--- config.mk ---
export PLATFORM = sky130hd
export DESIGN_NAME = mem_ctrl
export DESIGN_NICKNAME = d
export VERILOG_FILES = /design/src/rtl/mem_ctrl.sv
export SDC_FILE = /design/constraint.sdc
export NUM_CORES = 1
export LEC_CHECK = 0
export ABC_AREA = 0
export CAP_MARGIN = 25
export CORE_MARGIN = 5
export CORE_UTILIZATION = 36
export CTS_CLUSTER_SIZE = 20
export DETAILED_ROUTE_END_ITERATION = 8
export PLACE_DENSITY = 0.75
export SETUP_SLACK_MARGIN = 0.4
export SYNTH_ARGS = -nofsm -noshare
export SYNTH_HDL_FRONTEND = slang
export SYNTH_SLANG_ARGS = --single-unit
--- constraint.sdc ---
create_clock -name CLK -period 1.6 [get_ports CLK]
set_input_delay 0.24 -clock CLK [delete_from_list [all_inputs] [get_ports CLK]]
set_output_delay 0.24 -clock CLK [all_outputs]
set_load 0.03 [all_outputs]
--- src/rtl/mem_ctrl.sv ---
// Memory access controller: turns MemRead/MemWrite strobes from the CPU control FSM
// into one-cycle RAM accesses, waits out the read latency and holds the captured word.
module mem_ctrl #(
    parameter int DATA_W = 16,
    parameter int ADDR_W = 8,
    parameter int RD_LAT = 2
) (
    input  logic              CLK,
    input  logic              reset,
    input  logic              MemRead,
    input  logic              MemWrite,
    input  logic [ADDR_W-1:0] addr,
    input  logic [DATA_W-1:0] dataW,
    output logic [DATA_W-1:0] rdata,
    output logic              rvalid,
    output logic              busy,
    output logic              err,
    output logic              ram_en,
    output logic              ram_we,
    output logic [ADDR_W-1:0] ram_addr,
    output logic [DATA_W-1:0] ram_wdata,
    input  logic [DATA_W-1:0] ram_rdata,
    output logic [1:0]        dbg_state
);

    typedef enum logic [1:0] {
        IDLE    = 2'd0,
        RD_WAIT = 2'd1,
        WR      = 2'd2
    } state_t;

    localparam int CNT_W = 3;

    state_t           state;
    logic [CNT_W-1:0] cnt;

    assign dbg_state = state;

    // Handshake: a strobe is taken at a rising edge only when busy is low; a strobe
    // seen while busy is dropped and latches err. rvalid marks the single cycle in
    // which rdata carries a freshly completed read.
    always_ff @(posedge CLK) begin
        if (reset) begin
            state     <= IDLE;
            cnt       <= '0;
            rdata     <= '0;
            rvalid    <= 1'b0;
            busy      <= 1'b0;
            err       <= 1'b0;
            ram_en    <= 1'b0;
            ram_we    <= 1'b0;
            ram_addr  <= '0;
            ram_wdata <= '0;
        end else begin
            ram_en <= 1'b0;
            ram_we <= 1'b0;
            rvalid <= 1'b0;
            case (state)
                IDLE: begin
                    if (MemWrite) begin
                        // A colliding read is discarded; the write wins.
                        ram_addr  <= addr;
                        ram_wdata <= dataW;
                        ram_en    <= 1'b1;
                        ram_we    <= 1'b1;
                        busy      <= 1'b1;
                        state     <= WR;
                        if (MemRead) err <= 1'b1;
                    end else if (MemRead) begin
                        ram_addr <= addr;
                        ram_en   <= 1'b1;
                        busy     <= 1'b1;
                        cnt      <= '0;
                        state    <= RD_WAIT;
                    end
                end
                RD_WAIT: begin
                    if (MemRead || MemWrite) err <= 1'b1;
                    if (cnt == CNT_W'(RD_LAT)) begin
                        rdata  <= ram_rdata;
                        rvalid <= 1'b1;
                        busy   <= 1'b0;
                        cnt    <= '0;
                        state  <= IDLE;
                    end else begin
                        cnt <= cnt + 1'b1;
                    end
                end
                WR: begin
                    if (MemRead || MemWrite) err <= 1'b1;
                    busy  <= 1'b0;
                    state <= IDLE;
                end
                default: begin
                    busy  <= 1'b0;
                    state <= IDLE;
                end
            endcase
        end
    end

endmodule

==> results by group, run 1 <==
Outcome
  – Outcome: complete, no violations

Floorplan
  – Core Footprint: approximately 5000 um^2
  – Starting Density: around 37%
  – Die H: 83.0 um
  – Number of I/O pins: between 90 and 100
  – Die ar.: around 7000 um^2
  – Row count: 26
  – Die Width: 83.0 um

Job
  – Max cap viols: 0

Worst setup path
  – Critical path capture point type: flop
  – Crit-path leading delay family: simple AND/OR/NAND/NOR gates
  – Critical path type: flop to flop
  – Crit-path slowest cell: or4_1
  – Slowest stage delay, CP: around 500 ps
  – CP max FO: 4
  – WP buf/inv: 1
  – Setup crit start kind: flop
  – Req. time, crit path: ~1800 ps
  – Crit path DAT: around 1700 ps
  – Crit-path cells: inv_4 -> ha_4 -> nor2b_4 -> or4_1 -> a21oi_1
  – R2r setup slk: 170 ps

Finish
  – Post-layout util: 65.9%
  – ANT cells: 0
  – Share of cells above drive strength 1: a little over two fifths
  – FILL cells: between 400 and 500
  – Most frequent cells in the layout: nand2_1, dfxtp_1, clkdlybuf4s50_1, buf_2, a21oi_2
  – P&R area growth vs syn: 76.6%
  – # nets final: 380

Logic synthesis
  – Avg Cell Area, Syn: 8.60 um^2
  – YS warnings: 0
  – Post-synthesis net count: between 200 and 300
  – Register bit total from synthesis: 50
  – Synth cell types: 34
  – Synth Cell Area: approximately 1900 um^2
  – Sequential area share after synthesis: between 50% and 60%
  – Syn Inst Count: 223

Global route
  – Largest net degree at the start of global routing: 33
  – First-pass GRT wire length: 9.34 mm
  – Total grt overflow: 0
  – Vias in the first global route: 1874
  – Initial antenna violation count: 0
  – Gr usage total: roughly 17%

Routing
  – DR vias/cell: about 4.8
  – Total number of vias: around 2000
  – 1st-iter DRT viols: a little under 70
  – Residual DRC: 0
  – Final WL: ~6 mm
  – Antenna Nets Post-Route: 0
  – Per-cell routed wire length: approximately 15 um
  – First-pass DRT Iterations: 4

Power and ir drop
  – Combinational power share: between 30% and 40%
  – P_leak: between 1 and 1.5 nW
  – P_int: around 2.2 mW
  – Clk pwr share: a little over a quarter
  – Switch share: 30.4%
  – Power density over the cells: approximately 920 nW/um^2
  – Worst VDD drop: 0.000642 V
  – Sw power: between 0.9 and 1 mW
  – Sequential share of power: roughly 44%

Placed design
  – Gpl congestion: about 0.74
  – Port bufs: 90
  – Dpl hpwl: about 3.7 mm

CTS
  – Clock Tree Buf Depth: 2
  – Total CTS buffers: 5
  – Clock slew at reported path FFs: around 90 ps
  – CTS H-tree lvls: 2
  – CTS Root Cell: clkbuf_8
  – Number of clock sinks: 50
  – Post-CTS Hold Fix Bufs: 0
  – Skew-Pair Late Insertion Delay: approximately 300 ps
  – TritonCTS clock tree: built

Worst hold path
  – Worst hold path class: input pin to flop

Timing
  – Slew Viols, Final: 0
  – RSZ-0062 raised after global routing: true
  – Least-Margin Pin Slew: roughly 490 ps
  – Final hold violation count: 0
  – Max_slew headroom: roughly 67%
  – Setup TNS: 0 ps
  – Final Cycle Share: roughly nine tenths
  – Peak Freq: around 700 MHz
  – Clock Skew: approximately 5.7 ps
  – Final min period: ~1400 ps
  – Finish-stage setup viols: 0
[sequential cells by signal, summed over array words and instances, names as in the netlist]
signal     flops
dbg_state      2
err            1
ram_wdata     16
ram_addr       8
ram_we         1
busy           1
ram_en         1
rdata         16
cnt            3
rvalid         1
[Yosys cell counts, drive strengths merged]
cell type   n  share of area, %
a211o       1              0.46
a21boi      1              0.39
a21oi      35               9.1
a22oi       1              0.65
and2        2              0.78
and3b       1              0.46
and4b       1              0.52
and4bb      1              0.65
buf         6               2.0
clkbuf      8               1.7
dfxtp      50                52
ha          3               2.0
inv         4              0.78
mux2i      10               5.2
nand2      69                14
nand2b      1              0.33
nand3       1              0.26
nand3b      2              0.78
nand4       1              0.33
nand4bb     1              0.59
nor2       12               2.3
nor2b       2              0.65
nor3b       1              0.39
o21ai       1              0.46
o221ai      1              0.46
o311ai      1              0.46
o31ai       2              0.78
o41ai       2              0.91
or3b        1              0.46
or4         1              0.39
[power by group through the flow]
| stage | sequential, mW | combinational, mW | clock (mW) |
|---|---|---|---|
| after floorplan | 1.54 | 0.297 | 0 |
| after global placement | 1.39 | 0.775 | 0 |
| after detailed placement | 1.40 | 0.786 | 0 |
| after CTS | 1.37 | 0.839 | 0.831 |
| after global routing | 1.37 | 1.01 | 0.884 |
| final | 1.36 | 0.949 | 0.815 |
[worst paths after layout]
path                            depth (start not counted)         start          end
worst max-delay path                                    5  dbg_state[0]       cnt[1]
worst min-delay path                                    2         reset  ram_addr[7]
worst max register to register                          5  dbg_state[0]       cnt[1]
worst min register to register                          2     rdata[11]    rdata[11]
[area by class of cell]
class / count / area [um^2] / area share (%)
inverter: 4 / 22.5 / 0.665
sequential: 50 / 1020 / 30.1
clock buffer: 8 / 101 / 2.99
tap: 70 / 87.6 / 2.58
timing repair buffer: 116 / 1020 / 30.1
multi-input combinational: 156 / 1140 / 33.5
[metal layers]
layer / up-vias / global-route usage, % / share of wire [%]
li1: 965 / - / -
met1: 931 / 20.0 / 43
met2: 52 / 28.9 / 51
met3: 7 / 4.16 / 3.9
met4: 0 / 4.46 / 1.5
met5: - / 0 / 0
[metrics by stage]
stage | setup WS (ps) | cells | total power, mW | instance area (um^2) | hold slack (ps)
6_report | 175 | 404 | 3.13 | 3390 | 337
5_1_grt | 134 | 404 | 3.27 | 3390 | 339
4_1_cts | 166 | 391 | 3.04 | 3230 | 330
3_5_place_dp | -36.1 | 375 | 2.18 | 2970 | 446
3_3_place_gp | -9.99 | 375 | 2.17 | 2970 | 435
2_1_floorplan | 148 | 223 | 1.84 | 2030 | 376
[kinds of logic (layout without fill, tap and decap cells)]
logic type	count (synthesis)	in the layout	share of synthesized area, %
adders and majority gates	3	3	1.96
muxes	10	10	5.22
DFF	50	50	52.2
AOI/OAI and AO/OA	45	45	13.7
buffers and inverters	18	128	4.50
and+or+nand+nor	97	98	22.4
[what timing repair did]
action / in CTS / in global routing
setup endpoints to repair: 93 / 85
endpoints found under the hold margin: 0 / 0
buffers inserted: 4 / 11
cloned: 4 / 2
gates resized for setup: 155 / 147
pin swaps: 3 / 19
(Power assumes the default switching activity.)
==> inputs of run 2 (changes only) <==
PLACE_DENSITY = 0.73   (was 0.75)
==> run 2 against run 1 <==
Sequential share of layout area up 2.3 points; final cell count down 2.2%; total power down 1.9%; design area down 8.0%; count of clock-buffer cells in the layout down 3; first-iteration DRC count down 12%; hold slack worse by 62 ps; highest routed layer unchanged.
==> results by group, run 2 (synthesis gave the netlist of run 1 again) <==
Outcome
  – Outcome: complete, no violations

Timing
  – Max_slew headroom: 69.6% (+2.5 points)
  – Slew Viols, Final: 0 (unchanged)
  – Final min period: 1440 ps (+11.9 ps)
  – Clock Skew: 6.79 ps (+1.06 ps)
  – RSZ-0062 raised after global routing: true
  – Finish-stage setup viols: 0 (unchanged)
  – Final Cycle Share: 89.8% (+0.74 points)
  – Peak Freq: 696 MHz (-0.83%)
  – Least-Margin Pin Slew: 456 ps (-37.5 ps)
  – Final hold violation count: 0 (unchanged)

Worst setup path
  – Crit-path cells: inv_4 -> ha_4 -> nor2b_4 -> or4_4 -> a21oi_2
  – Critical path capture point type: flop
  – CP max FO: 4 (unchanged)
  – Req. time, crit path: 1830 ps (about the same)
  – Setup crit start kind: flop
  – WP buf/inv: 1 (unchanged)
  – Crit-path slowest cell: or4_4
  – Crit-path leading delay family: simple AND/OR/NAND/NOR gates
  – Slowest stage delay, CP: 540 ps (+30 ps)
  – Crit path DAT: 1660 ps (about the same)
  – Critical path type: flop to flop

Global route
  – Grt met1 use: 19.9% (-0.12 points)
  – First-pass GRT wire length: 8.78 mm (-6.0%)
  – Met2 usage: 25.1% (-3.9 points)
  – M3 GR Usage: 4.55% (+0.40 points)
  – Gr usage total: 15.2% (-1.3 points)
  – Total grt overflow: 0 (unchanged)
  – Initial antenna violation count: 0 (unchanged)
  – Largest net degree at the start of global routing: 39 (+18%)
  – Vias in the first global route: 1713 (-8.6%)
  – Grt peak-use layer: met2

CTS
  – CTS H-tree lvls: 2 (unchanged)
  – CTS Root Cell: clkbuf_8
  – Post-CTS Hold Fix Bufs: 0 (unchanged)
  – TritonCTS clock tree: built
  – Clock Tree Buf Depth: 2 (unchanged)
  – Total CTS buffers: 5 (unchanged)
  – Number of clock sinks: 50 (unchanged)
  – Skew-Pair Late Insertion Delay: 290 ps (about the same)
  – Clock slew at reported path FFs: 80 ps (about the same)

Placed design
  – Port bufs: 90 (unchanged)
  – Placed insts: 376 (+0.27%)
  – Dpl hpwl: 3.72 mm (+0.28%)
  – Gpl congestion: 0.800 (+7.4%)

Finish
  – Most frequent cells in the layout: nand2_1, dfxtp_1, buf_2, clkdlybuf4s50_1, a21oi_1
  – Finished Layout Cells: 395 (-2.2%)
  – P&R area growth vs syn: 62.5%
  – Share of cells above drive strength 1: 36.9% (-6.2 points)
  – Biggest regs: ram_wdata: 16 flops, rdata: 16 flops, ram_addr: 8 flops
  – Most common cell after layout, fill and taps aside: nand2_1
  – # nets final: 371 (-2.4%)
  – ANT cells: 0 (unchanged)
  – Post-layout util: 60.6% (-5.3 points)

Routing
  – Antenna Nets Post-Route: 0 (unchanged)
  – Residual DRC: 0 (unchanged)
  – Final WL: 5.69 mm (-7.1%)
  – First-pass DRT Iterations: 4 (unchanged)
  – Total number of vias: 1893 (-3.2%)
  – Per-cell routed wire length: 14.4 um (-5.0%)
  – 1st-iter DRT viols: 60 (-12%)
  – DR vias/cell: 4.79 (-0.97%)

Floorplan
  – Starting Density: 37.3% (unchanged)
  – Number of I/O pins: 91 (unchanged)
  – Die Width: 83.0 um (unchanged)
  – Row count: 26 (unchanged)
  – Core Footprint: 5140 um^2 (unchanged)
  – Die ar.: 6890 um^2 (unchanged)
  – Die H: 83.0 um (unchanged)

Power and ir drop
  – Worst VDD drop: 0.000529 V (-18%)
  – Power density over the cells: 984 nW/um^2 (+6.7%)
  – P_leak: 1.31 nW (-6.8%)

Job
  – Max cap viols: 0 (unchanged)

Worst hold path
  – Worst hold path class: input pin to flop
==> run 2: final cells by class <==
cell class | instances | area, um^2
Timing Repair Buffer | 107 | 876
Inverter | 4 | 22.5
Clock inverter | 3 | 40.0
Fill cell | 499 | 2020
Clock buffer | 5 | 68.8
Multi-Input combinational cell | 156 | 1010
Tap cell | 70 | 87.6
Sequential cell | 50 | 1010
==> run 2: metal layers <==
metal / part of all wire (%) / wire length [um] / up-vias
met5: 0 / 0 / -
met4: 0.63 / 36 / 0
met3: 5.3 / 303 / 5
met2: 47 / 2690 / 65
met1: 47 / 2660 / 876
li1: - / - / 947
==> run 2: repair_timing <==
action / 4_1_cts / 5_1_grt
setup endpoints to repair: 93 / 91
pin swaps: 5 / 8
gates resized for setup: 157 / 116
gates cloned: 3 / 0
setup buffers: 6 / 2
==> run 2: through the flow <==
step	hold WS (ps)	setup TNS (ps)	worst slack, ps	cell area, um^2	total power, mW
2_1_floorplan	376	0	148	2030	1.84
3_3_place_gp	436	0	6.53	2980	2.17
3_5_place_dp	440	-35.7	-27.4	2980	2.18
4_1_cts	260	0	167	3250	3.10
5_1_grt	280	0	107	3120	3.22
6_report	274	0	163	3120	3.07
==> run 2: path summary, 6_finish.rpt <==
check | startpoint | endpoint | slack (ps) | cells after the start
worst max-delay path | dbg_state[0] | cnt[1] | 160 | 5
worst min-delay path | reset | cnt[1] | 270 | 2
worst max register to register | dbg_state[0] | cnt[1] | 160 | 5
worst min register to register | err | err | 450 | 2
==> run 2: report_power, final <==
group	switching (mW)	internal (mW)	leakage, nW	total [mW]
Clock	0.405	0.461	0.0579	0.866
Combinational	0.438	0.398	0.846	0.836
Sequential	0.0431	1.32	0.411	1.37
Total	0.886	2.18	1.31	3.07
==> inputs of run 3 (changes only) <==
ABC_AREA = 1   (was 0)
SLEW_MARGIN = 20   (was not set)
==> run 3 against run 2 <==
Utilization up 0.56 points; register-to-register slack improved by 160 ps; critical path depth is 3 higher; die area is 0.17% higher; combinational power up 84%; total power grew 27%; hold slack gained 180 ps; routed wire length is 4.5% higher; area after synthesis rose by 0.20%.
==> results by group, run 3 <==
Outcome
  – Outcome: complete, no violations

Worst setup path
  – Critical path type: flop to flop
  – Crit path DAT: 1480 ps (-180 ps)
  – Reg2reg start: dbg_state[1]
  – CP max FO: 8 (+4)
  – Req. time, crit path: 1800 ps (-30 ps)
  – Slowest stage delay, CP: 370 ps (-170 ps)
  – Setup crit start kind: flop
  – Crit-path cells: inv_6 -> ha_4 -> inv_4 -> nor2_4 -> buf_12 -> inv_4 -> nor2_1 -> nor2_1
  – Worst R2R Path Depth: 8 (+3)
  – Critical path capture point type: flop
  – R2r setup slk: 330 ps (+160 ps)
  – RR Endpoint: rdata[14]
  – Crit-path slowest cell: dfxtp_4

CTS
  – Clock Tree Buf Depth: 2 (unchanged)
  – TritonCTS clock tree: built
  – Clock slew at reported path FFs: 90 ps (about the same)
  – CTS Root Cell: clkbuf_8
  – Number of clock sinks: 50 (unchanged)
  – CTS H-tree lvls: 2 (unchanged)
  – Post-CTS Hold Fix Bufs: 0 (unchanged)
  – Total CTS buffers: 5 (unchanged)
  – Skew-Pair Late Insertion Delay: 300 ps (about the same)

Routing
  – Total number of vias: 1996 (+5.4%)
  – Residual DRC: 0 (unchanged)
  – DR vias/cell: 4.66 (-2.7%)
  – 1st-iter DRT viols: 106 (+77%)
  – First-pass DRT Iterations: 4 (unchanged)
  – Antenna Nets Post-Route: 0 (unchanged)
  – Per-cell routed wire length: 13.9 um (-3.5%)
  – Final WL: 5.95 mm (+4.5%)

Worst hold path
  – Worst Hold Launch: err
  – Hold path endpoint: err
  – Worst hold path class: flop to flop
  – Hold depth: 2 (unchanged)

Timing
  – Finish-stage setup viols: 0 (unchanged)
  – RSZ-0062 raised after global routing: true
  – Setup ws final: 328 ps (+164 ps)
  – Final hold violation count: 0 (unchanged)
  – Final min period: 1270 ps (-164 ps)
  – Slew Viols, Final: 0 (unchanged)
  – Clock Skew: 6.38 ps (-0.407 ps)
  – Setup TNS: 0 ps (unchanged)
  – WHS: 455 ps (+181 ps)
  – Least-Margin Pin Slew: 515 ps (+59.4 ps)
  – Peak Freq: 786 MHz (+13%)
  – Final Cycle Share: 79.5% (-10 points)
  – Max_slew headroom: 65.6% (-4.0 points)

Floorplan
  – Die Width: 83.1 um (about the same)
  – Core Footprint: 5140 um^2 (unchanged)
  – Number of I/O pins: 91 (unchanged)
  – Starting Density: 37.4% (+0.073 points)
  – Die H: 83.1 um (about the same)
  – Die ar.: 6900 um^2 (+0.17%)
  – Row count: 26 (unchanged)

Finish
  – Biggest regs: ram_wdata: 16 flops, rdata: 16 flops, ram_addr: 8 flops
  – Finished Layout Cells: 428 (+8.4%)
  – Share of cells above drive strength 1: 33.5% (-3.4 points)
  – Most frequent cells in the layout: nor2_1, dfxtp_1, clkdlybuf4s50_1, buf_2, nand2_1
  – P&R area growth vs syn: 63.7%
  – Post-layout util: 61.2% (+0.56 points)
  – Most common cell after layout, fill and taps aside: nor2_1
  – ANT cells: 0 (unchanged)
  – # nets final: 404 (+8.9%)

Global route
  – Largest net degree at the start of global routing: 46 (+18%)
  – Gr usage total: 16.1% (+0.89 points)
  – First-pass GRT wire length: 9.18 mm (+4.5%)
  – Initial antenna violation count: 0 (unchanged)
  – Vias in the first global route: 1958 (+14%)
  – Total grt overflow: 0 (unchanged)

Power and ir drop
  – Sw power: 1.47 mW (+66%)
  – P_int: 2.42 mW (+11%)
  – P_leak: 1.42 nW (+8.2%)
  – Switch share: 37.8% (+8.9 points)
  – Clk pwr share: 21.0% (-7.2 points)
  – Power density over the cells: 1240 nW/um^2 (+26%)
  – Combinational power share: 39.6% (+12 points)
  – Sequential share of power: 39.3% (-5.2 points)
  – Worst VDD drop: 0.000690 V (+30%)

Logic synthesis
  – Top post-synthesis cells by area: dfxtp_1, nor2_1, o21ai_0, nand2_1, inv_1
  – Top cells by count, synth: nor2_1, dfxtp_1, o21ai_0
  – Sequential area share after synthesis: 52.1% (-0.10 points)
  – Synth cell types: 19 (-44%)
  – YS warnings: 0 (unchanged)
  – Post-synthesis net count: 300 (+11%)
  – Area share of the largest cell type after synthesis: 52.1% (-0.10 points)
  – Number of synthesized flops with an enable pin: 0 (unchanged)
  – Syn Inst Count: 253 (+13%)
  – Register bit total from synthesis: 50 (unchanged)
  – Area leader, netlist: dfxtp_1
  – Most frequent cell after synthesis: nor2_1
  – Synth Cell Area: 1920 um^2 (+0.20%)
  – Ys flop type: dfxtp_1
  – Avg Cell Area, Syn: 7.60 um^2 (-12%)
  – Ys async rst share: 0% (unchanged)

Placed design
  – Gpl congestion: 0.850 (+6.2%)
  – Pre-CTS setup slack: 39.6 ps (+67.1 ps)
  – Dpl hpwl: 3.93 mm (+5.5%)
  – Port bufs: 90 (unchanged)
  – Placed insts: 408 (+8.5%)

Job
  – Max cap viols: 0 (unchanged)
-- run 3: changes by cell type after synthesis, sizes merged, moves of 4 or more --
cell | before | now
mux2i | 10 | 0
nand2 | 69 | 27
clkbuf | 8 | 4
nand3 | 1 | 5
inv | 4 | 18
o21ai | 1 | 42
nor2 | 12 | 92
a21oi | 35 | 5
-- run 3: cells by family after synthesis --
group / after synthesis / synth area share [%]
simple gates: 127 / 27.3
buf+inv: 26 / 6.44
fa+ha+maj: 3 / 1.95
flops: 50 / 52.1
compound gates: 47 / 12.2
-- run 3: power by group through the flow --
| stage | sequential (mW) | combinational, mW | clock [mW] |
|---|---|---|---|
| after floorplan | 1.87 | 0.493 | 0 |
| after global placement | 1.55 | 1.34 | 0 |
| after detailed placement | 1.55 | 1.35 | 0 |
| after CTS | 1.53 | 1.41 | 0.828 |
| after global routing | 1.55 | 1.66 | 0.868 |
| final | 1.53 | 1.54 | 0.817 |
-- run 3: worst max path at each step --
| stage | from | endpoint | slack [ps] | depth (start not counted) |
|---|---|---|---|---|
| final | dbg_state[1] | rdata[14] | 330 | 8 |
| after global routing | dbg_state[1] | rdata[5] | 280 | 8 |
| after CTS | dbg_state[0] | ram_addr[1] | 360 | 7 |
| after detailed placement | MemWrite | ram_wdata[13] | 40 | 5 |
| after global placement | MemWrite | ram_addr[0] | 60 | 6 |
| after floorplan | dbg_state[1] | rdata[0] | 390 | 8 |
-- run 3: area by class of cell --
type | count | area, um^2
clock buffers | 8 | 101
repair buffers | 103 | 853
multi-input cells | 178 | 986
repair inverters | 1 | 6.26
flip-flops and latches | 50 | 1010
fillers | 488 | 1990
inverters | 18 | 103
well taps | 70 | 87.6
-- run 3: per-stage QoR --
stage	instance area, um^2	power, mW
2_1_floorplan	1950	2.36
3_5_place_dp	2920	2.90
5_1_grt	3150	4.08
4_1_cts	3180	3.76
6_report	3150	3.89
3_3_place_gp	2920	2.89
-- run 3: what timing repair did --
action                                  4_1_cts  5_1_grt
cloned                                        1        1
endpoints found under the setup margin       91       81
pin swaps                                     9       17
resized for setup                           187      119
buffers inserted                              8        2
-- run 3: critical path: cells and delay by family (launching register included) --
| family | cells | cell delay (ps) |
|---|---|---|
| buffers and inverters | 4 | 340 |
| AND/OR/NAND/NOR | 3 | 300 |
| flip-flops | 1 | 370 |
| adder cells (fa/ha/maj) | 1 | 150 |
-- run 3: per-layer routing --
metal | part of all wire [%] | routed length, um | global-route usage, %
met4 | 1.2 | 69 | 4.90
met2 | 52 | 3120 | 29.5
met1 | 42 | 2480 | 18.5
met3 | 4.8 | 284 | 3.56
met5 | 0 | 0 | 0
